## src/rtl/bram_c_reader_pkg.sv

```systemverilog
// Shared sizing and FSM encodings for the BRAM C read-back path.
// Latency: n/a (declarations only).
// Backpressure: n/a.
package bram_c_reader_pkg;

    localparam int DWIDTH       = 8;             // bits per matrix element
    localparam int MAT_MUL_SIZE = 4;             // elements per BRAM word (one row)
    localparam int AWIDTH       = 10;            // BRAM address width
    localparam int ADDR_STRIDE  = MAT_MUL_SIZE;  // address step per row, matches the writer
    localparam int FIFO_DEPTH   = 2;             // prefetch entries; covers 1-cycle BRAM latency

    typedef enum logic [1:0] {
        RD_IDLE  = 2'd0,
        RD_READ  = 2'd1,
        RD_DRAIN = 2'd2,
        RD_DONE  = 2'd3
    } rd_state_t;

endpackage

```

## src/rtl/rd_skid_fifo.sv

```systemverilog
// Two-entry prefetch buffer with a registered head entry.
// Latency: push at end of cycle t is visible on head_data/empty in cycle t+1.
// Backpressure: push ignored when full unless popped in the same cycle; pop ignored when empty.
//
// Ports:
//   clk, reset        clock, synchronous active-high reset (flushes contents)
//   push, push_data   write one entry
//   pop               remove the head entry
//   head_data         current head entry (register output)
//   empty, full       occupancy flags
//   count             number of stored entries (0..2)
module rd_skid_fifo #(
    parameter int WIDTH = 32
) (
    input  logic             clk,
    input  logic             reset,
    input  logic             push,
    input  logic [WIDTH-1:0] push_data,
    input  logic             pop,
    output logic [WIDTH-1:0] head_data,
    output logic             empty,
    output logic             full,
    output logic [1:0]       count
);

    logic [WIDTH-1:0] tail_data;
    logic [1:0]       cnt;
    logic             do_pop;
    logic             do_push;

    assign do_pop  = pop && (cnt != 2'd0);
    // A full buffer still accepts a push when the head leaves in the same cycle.
    assign do_push = push && ((cnt != 2'd2) || do_pop);

    always_ff @(posedge clk) begin
        if (reset) begin
            cnt       <= 2'd0;
            head_data <= '0;
            tail_data <= '0;
        end else begin
            if (do_push && do_pop) begin
                if (cnt == 2'd1) begin
                    head_data <= push_data;
                end else begin
                    head_data <= tail_data;
                    tail_data <= push_data;
                end
            end else if (do_push) begin
                if (cnt == 2'd0) begin
                    head_data <= push_data;
                end else begin
                    tail_data <= push_data;
                end
                cnt <= cnt + 2'd1;
            end else if (do_pop) begin
                head_data <= tail_data;
                cnt       <= cnt - 2'd1;
            end
        end
    end

    assign empty = (cnt == 2'd0);
    assign full  = (cnt == 2'd2);
    assign count = cnt;

endmodule

```

## src/rtl/bram_c_reader.sv

```systemverilog
// Streams result rows out of BRAM C to a valid/ready consumer, in address order.
// Latency: start@T -> first bram_en@T+1 -> out_valid@T+3; 1 row/cycle sustained.
// Backpressure: out_ready low holds out_data/out_valid; reads stop when the 2-entry buffer is committed.
//
// Ports:
//   clk, reset                    clock, synchronous active-high reset
//   start, base_addr, num_rows    transfer request, sampled only in IDLE
//   bram_addr, bram_en            BRAM C read port request
//   bram_rdata                    BRAM C read data, one cycle after bram_en
//   out_data, out_valid, out_ready  row stream to the consumer
//   busy, done                    transfer in progress / 1-cycle completion pulse
module bram_c_reader #(
    parameter int DWIDTH       = bram_c_reader_pkg::DWIDTH,
    parameter int MAT_MUL_SIZE = bram_c_reader_pkg::MAT_MUL_SIZE,
    parameter int AWIDTH       = bram_c_reader_pkg::AWIDTH,
    parameter int ADDR_STRIDE  = bram_c_reader_pkg::ADDR_STRIDE
) (
    input  logic                           clk,
    input  logic                           reset,
    input  logic                           start,
    input  logic [AWIDTH-1:0]              base_addr,
    input  logic [7:0]                     num_rows,
    output logic [AWIDTH-1:0]              bram_addr,
    output logic                           bram_en,
    input  logic [MAT_MUL_SIZE*DWIDTH-1:0] bram_rdata,
    output logic [MAT_MUL_SIZE*DWIDTH-1:0] out_data,
    output logic                           out_valid,
    input  logic                           out_ready,
    output logic                           busy,
    output logic                           done
);

    import bram_c_reader_pkg::*;

    localparam int ROW_W = MAT_MUL_SIZE * DWIDTH;

    rd_state_t  state;
    logic [7:0] num_q;
    logic [7:0] issued_cnt;
    logic [7:0] accepted_cnt;
    logic       rd_pend;       // read issued last cycle; its data is on bram_rdata now
    logic       pop;
    logic [1:0] fifo_count;
    logic       fifo_empty;
    logic       fifo_full;
    logic [2:0] committed;

    assign out_valid = !fifo_empty;
    assign pop       = out_valid && out_ready;

    // Entries that will be occupied once this cycle's pop and pending capture settle.
    // Counting the pop lets a new read go out every cycle while the consumer keeps up;
    // without it the buffer would look full in steady state and halve throughput.
    assign committed = {1'b0, fifo_count} - {2'b00, pop} + {2'b00, rd_pend};
    assign bram_en   = (state == RD_READ) && (committed < 3'(FIFO_DEPTH));

    rd_skid_fifo #(
        .WIDTH (ROW_W)
    ) u_fifo (
        .clk       (clk),
        .reset     (reset),
        .push      (rd_pend),
        .push_data (bram_rdata),
        .pop       (pop),
        .head_data (out_data),
        .empty     (fifo_empty),
        .full      (fifo_full),
        .count     (fifo_count)
    );

    always_ff @(posedge clk) begin
        if (reset) begin
            state        <= RD_IDLE;
            busy         <= 1'b0;
            done         <= 1'b0;
            bram_addr    <= '0;
            num_q        <= 8'd0;
            issued_cnt   <= 8'd0;
            accepted_cnt <= 8'd0;
            rd_pend      <= 1'b0;
        end else begin
            rd_pend <= bram_en;
            done    <= 1'b0;

            // bram_addr always points at the next row to fetch, so it only moves after an issue.
            if (bram_en) begin
                bram_addr  <= bram_addr + AWIDTH'(ADDR_STRIDE);
                issued_cnt <= issued_cnt + 8'd1;
            end
            if (pop) begin
                accepted_cnt <= accepted_cnt + 8'd1;
            end

            case (state)
                RD_IDLE: begin
                    if (start) begin
                        bram_addr    <= base_addr;
                        num_q        <= num_rows;
                        issued_cnt   <= 8'd0;
                        accepted_cnt <= 8'd0;
                        if (num_rows == 8'd0) begin
                            state <= RD_DONE;
                            done  <= 1'b1;
                        end else begin
                            state <= RD_READ;
                            busy  <= 1'b1;
                        end
                    end
                end
                RD_READ: begin
                    if (bram_en && (issued_cnt == num_q - 8'd1)) begin
                        state <= RD_DRAIN;
                    end
                end
                RD_DRAIN: begin
                    // Every read has been issued, so accepting the last row implies
                    // the buffer is empty and nothing is in flight.
                    if (pop && (accepted_cnt == num_q - 8'd1)) begin
                        state <= RD_DONE;
                        busy  <= 1'b0;
                        done  <= 1'b1;
                    end
                end
                RD_DONE: begin
                    state <= RD_IDLE;
                end
                default: begin
                    state <= RD_IDLE;
                end
            endcase
        end
    end

    // A capture must never land on a full buffer that is not draining.
    always_ff @(posedge clk) begin
        if (!reset) begin
            assert (!(fifo_full && rd_pend && !pop));
        end
    end

endmodule

```

## config.mk

```make
export PLATFORM = sky130hd
export DESIGN_NAME = bram_c_reader
export DESIGN_NICKNAME = d
export VERILOG_FILES = /design/src/rtl/bram_c_reader_pkg.sv /design/src/rtl/rd_skid_fifo.sv /design/src/rtl/bram_c_reader.sv
export SDC_FILE = /design/constraint.sdc
export NUM_CORES = 1
export LEC_CHECK = 0
export CORE_UTILIZATION = 45
export CTS_CLUSTER_SIZE = 24
export DETAILED_ROUTE_END_ITERATION = 6
export PLACE_DENSITY = 0.75
export SLEW_MARGIN = 10
export SYNTH_ARGS = -nofsm -noshare
export SYNTH_HDL_FRONTEND = slang
export SYNTH_HIERARCHICAL = 1
export SYNTH_SLANG_ARGS = --single-unit
```

## constraint.sdc

```tcl
create_clock -name clk -period 4.3 [get_ports clk]
set_clock_uncertainty 0.05 [all_clocks]
set_input_delay 0.86 -clock clk [delete_from_list [all_inputs] [get_ports clk]]
set_output_delay 0.86 -clock clk [all_outputs]
set_load 0.05 [all_outputs]
```

Word level (Yosys, flattened, before mapping)
Cells that the tools add are included.
Storage, ports and cells
  input bits: 54
  logic and storage cells: 91
  output and inout bits: 46
  memories: 0
  flip-flop bits (word level): 105
  memory bits (writable): 0
  ROM bits: 0
  latch bits: 0
Cells by class
  shifts and indexed selects: 0
  muxes and demuxes: 33
  div/mod/pow operators: 0
  bitwise logic cells: 1
  magnitude comparators: 1
  $mul: 0
  add/sub/neg operators: 8
  reductions and logical operators: 23
  equality and inequality tests: 14
Operators with widths (count)
  $mux 32: 9
  $mux 8: 6
  $mux 10: 3
  $add 8x1->8 const B: 2
  $eq 8x8->1: 2
  $mux 2: 6
  $add 10x3->10 const B: 1
  $ne 2x2->1 const B: 5
  $logic_not 8->1: 1
  $pmux 2 s4: 1
  $reduce_bool 2->1: 4
  $sub 8x1->8 const B: 1
  $logic_and 1x1->1: 7
  $mux 1: 6
  $reduce_and 2->1: 3
  $reduce_and 3->1: 2
  $eq 2x1->1 const B: 2
  $eq 2x2->1 const B: 2
  $logic_not 2->1: 2
  $ne 2x1->1 const B: 2
  $pmux 1 s2: 2
  $reduce_and 4->1: 1
  $add 3x1->3: 1
  $lt 3x2->1 const B: 1
  8 further kinds: 8

Depth between registers and ports, before layout
  depth after elaboration: 10
  depth in mapped cells: 14
  depth with buffers taken out: 12

Modules after synthesis
The synthesis kept the hierarchy.
Modules (own cells, without submodules)
  rd_skid_fifo: area an instance 3549.7 sq um, sequential area each 1321.3 sq um, times used 1, cells an instance 382
  bram_c_reader: area an instance 2273.4 sq um, sequential area each 780.7 sq um, times used 1, cells an instance 272

Worst setup path before layout
No wires, ideal clock.
  path kind: in2out
  start point: in out_ready
  end point: out bram_en
  stages: 9
  arrival: 3.249 ns
  buffers on the path: 3
  data required time: 3.390 ns
  setup slack: 0.141 ns
  cells stage by stage: nor2b_1 > clkbuf_1 > ha_1 > nand2b_1 > fa_1 > xnor2_1 > and3_1 > clkbuf_1 > buf_1
On the way
  word-level cells in the longest chain between the ends: 5
Ends and longest elaborated chain
  start: declaration: line bram_c_reader.sv:28  | input logic out_ready,
  $logic_and 1x1->1: line bram_c_reader.sv:49  | assign pop = out_valid && out_ready;
  via pop: line bram_c_reader.sv:42  | logic pop;
  $sub 2x1->3: line bram_c_reader.sv:54  | assign committed = {1'b0, fifo_count} - {2'b00, pop} + {2'b00, rd_pend};
  $add 3x1->3: line bram_c_reader.sv:54
  $lt 3x2->1: line bram_c_reader.sv:55  | assign bram_en = (state == RD_READ) && (committed < 3'(FIFO_DEPTH));
  $logic_and 1x1->1: line bram_c_reader.sv:55
  end: declaration: line bram_c_reader.sv:24  | output logic bram_en,
The timed path passes the listed nets, and every way through them passes these cells.

Worst setup path in the final report
  start point: in out_ready
  end point: out bram_en
On the way
  word-level cells in the longest chain between the ends: 5
Ends and longest elaborated chain (line)
  $logic_and 1x1->1: bram_c_reader.sv:49
  $sub 2x1->3: bram_c_reader.sv:54
  $add 3x1->3: bram_c_reader.sv:54
  $lt 3x2->1: bram_c_reader.sv:55
  $logic_and 1x1->1: bram_c_reader.sv:55
No other way between the ends.

==> results.yml <==
floorplanning:
  placementRows: 41
  core_area_um2: 12600
  chipHeight_um: 116
  floorplan.initialDensity_pct: 46.1
  top_level_ports: 100
  chip_width_um: 116
  dieArea_um2: 13400
power_and_ir_drop:
  power_frac_comb_pct: 52.3
  sw_frac_of_total_pct: 43.8
  internal-power_w: 0.00252
  p_per_area_nw_per_um2: 627
  power.switching_w: 0.00196
  power.static_leakage_nw: 2.46
  share_clk_of_total_power_pct: 17.2
  vdd_drop_max_v: 0.000378
  seq_power_share_pct: 30.6
worst_setup_path:
  worstRegToRegCells: 13
  path_max_fanout: 3
  cp_slowest_cell: "sky130_fd_sc_hd__clkdlybuf4s50_1"
  worst_path_cell_chain: "clkdlybuf4s50_1 > nor2b_1 > ha_1 > nand2b_1 > fa_1 > xnor2_1 > and3_1 > buf_12"
  reg2reg_slack_ns: 0.74
  crit_type: "in2out"
  worstPathArrival_ns: 2.92
  worst_setup_path_start_kind: "primary input"
  delay_of_the_slowest_cell_on_the_worst_path_ns: 0.48
  worst_ep_required_time_ns: 3.39
  crit_path_end_kind: "output port"
clock_network:
  clk_latency_ns: 0.34
  tritoncts: "done"
  cts.hold.buffers_added: 0
  cts.path.max_buffers: 2
  max_h_tree_level: 3
  cts_setup_buffers: 0
  clk_transition_reported_paths_ns: 0.07
  cts.root.buffer_cell: "sky130_fd_sc_hd__clkbuf_16"
  cts_sinks: 105
  numCtsBuffers: 9
  ctsResizeCount: 0
global_route:
  grt_pass1_wl_um: 23100
  grt_remaining_overflow: 0
  pin_count_of_the_biggest_net_entering_global_routing: 88
  antenna_found_initial: 0
  grt_usage_pct: 21.6
  first_global_vias: 4945
cells_and_area:
  area_growth_pct: 22.8
  layout_commonest_cell: "sky130_fd_sc_hd__dfxtp_1"
  layout_common_cells: "sky130_fd_sc_hd__dfxtp_1 (105), sky130_fd_sc_hd__clkdlybuf4s50_1 (97), sky130_fd_sc_hd__nand2b_1 (70), sky130_fd_sc_hd__nand2_1 (63), sky130_fd_sc_hd__nor2_1 (61)"
  post_route_cells_drive_above_1_share_pct: 9.78
  num_antenna_cells: 0
  nNetsFinal: 789
route:
  drt_iter0_markers: 225
  drc: 0
  detail_route.wl_per_cell_um: 15.8
  antenna_violating_nets_post_route: 0
  routed_wirelength_um: 14200
  firstDrtPassIters: 5
  detail_route.vias_per_cell: 5.47
  detailroute.via_count: 4912
run_status:
  run_status: "complete, no violations"
logic_synthesis:
  syn_inst: 654
  yosys_warnings: 6
  ys_ff_latch: 105
  syn_area_per_cell_um2: 8.90
  asyncSetResetFlopFracSynth_pct: 0
  yosysSeqAreaShare_pct: 36.1
  mappedNetlistArea_um2: 5820
  synth_enable_flop_cells: 0
  netlist-cell-type-count: 59
  syn_nets: 721
  yosys_most_used_dff: "sky130_fd_sc_hd__dfxtp_1"
flow_run:
  drv.max_cap_violation_count: 0
sta:
  timing.final.ws_setup_ns: 0.469
  setup-tns-final_ns: 0
  worst_slew_margin_rel_pct: 33.6
  max_freq_mhz: 261
  setup_repair_after_global_routing_missed_its_margin: "false"
  timing_max_transition_violations_final: 0
  report.final.hold_viol_count: 0
  worst_slew_pin_slew_ns: 0.992
  min_period_ns: 3.83
  setup_viol: 0
  fin_crit_sh_pct: 89.1
min_path:
  worst_hold_path.num_cells: 2
  min_path_type: "reg2reg"
place:
  io_buffer_count: 99
  dp_hpwl_um: 9770
  gp_congestion: 0.793
  post_place_setup_slack_ns: 0.338
## path summary, 6_finish.rpt
kind	start	endpoint
setup / recovery	out_ready	bram_en
hold / removal	bram_addr[1]	bram_addr[1]
hold reg to reg	bram_addr[1]	bram_addr[1]
setup reg to reg	u_fifo/count[1]	state[1]
## worst max-delay path: cells and delay by family
family / cells / cell delay (ns)
buffers and inverters: 2 / 0.65
adder cells (fa/ha/maj): 2 / 0.64
XOR/XNOR: 1 / 0.16
AND/OR/NAND/NOR: 3 / 0.62
## sequential cells by signal, summed over array words and instances, names as in the netlist, 2 cells and up
register          flops
accepted_cnt          8
bram_addr            10
issued_cnt            8
num_q                 8
state                 2
u_fifo/count          2
u_fifo/head_data     32
u_fifo/tail_data     32
## per-stage QoR
step	hold slack (ns)	std cells	power (W)	instance area (µm²)	utilization, %
after CTS	0.427	898	0.00450	7150	56.7
after global placement	0.397	883	0.00365	6880	54.5
after global routing	0.437	898	0.00473	7150	56.7
after floorplan	0.409	654	0.00305	5820	-
final	0.417	898	0.00449	7150	56.7
after detailed placement	0.413	883	0.00372	6880	54.5
## synthesized netlist by cell type, types with 5 or more instances
cell,count,share of area (%)
sky130_fd_sc_hd__dfxtp_1,105,36
sky130_fd_sc_hd__a311oi_1,32,4.8
sky130_fd_sc_hd__mux2_2,32,6.2
sky130_fd_sc_hd__clkbuf_1,28,1.8
sky130_fd_sc_hd__and3_1,9,0.97
sky130_fd_sc_hd__buf_4,7,0.90
sky130_fd_sc_hd__a21oi_1,17,1.5
sky130_fd_sc_hd__nor2_1,61,3.9
sky130_fd_sc_hd__a211oi_1,9,1.2
sky130_fd_sc_hd__nand2_1,63,4.1
sky130_fd_sc_hd__nand4_1,7,0.75
sky130_fd_sc_hd__ha_1,12,2.6
sky130_fd_sc_hd__xor2_1,22,3.3
sky130_fd_sc_hd__a22oi_1,33,4.3
sky130_fd_sc_hd__mux2i_1,35,6.0
sky130_fd_sc_hd__xnor2_1,15,2.3
sky130_fd_sc_hd__nand2b_1,70,7.5
sky130_fd_sc_hd__buf_2,9,0.77
sky130_fd_sc_hd__buf_1,5,0.32
sky130_fd_sc_hd__inv_1,15,0.97
## metal layers
layer  track usage (%)  vias up  wire (µm)
li1                  -     2443          -
met1              26.0     2378       6180
met2              39.2       81       7430
met3              3.45       10        395
met4              7.44        0        149
met5                 0        -          0
## power by group through the flow
stage,Combinational [W],Sequential (W),Clock [W]
after global routing,0.00250,0.00140,0.000826
after detailed placement,0.00233,0.00139,0
after CTS,0.00234,0.00137,0.000788
final,0.00234,0.00137,0.000769
after global placement,0.00227,0.00138,0
after floorplan,0.00118,0.00187,0
## cell families after synthesis
| family | share of synthesized area, % |
|---|---|
| XOR/XNOR | 5.57 |
| flip-flops | 36.1 |
| buffers and inverters | 5.54 |
| multiplexers | 12.2 |
| adder cells (fa/ha/maj) | 2.92 |
| AO/OA/AOI/OAI | 16.6 |
| AND/OR/NAND/NOR | 21.0 |
## final cells by class
class	count	area, µm²
clock buffer	13	260
clock inverter	2	13.8
fill	1142	5470
inverter	15	56.3
multi-input combinational	481	3410
sequential	105	2100
tap	172	215
timing repair buffer	110	1090
No activity file was read; power rests on OpenSTA's default activity.
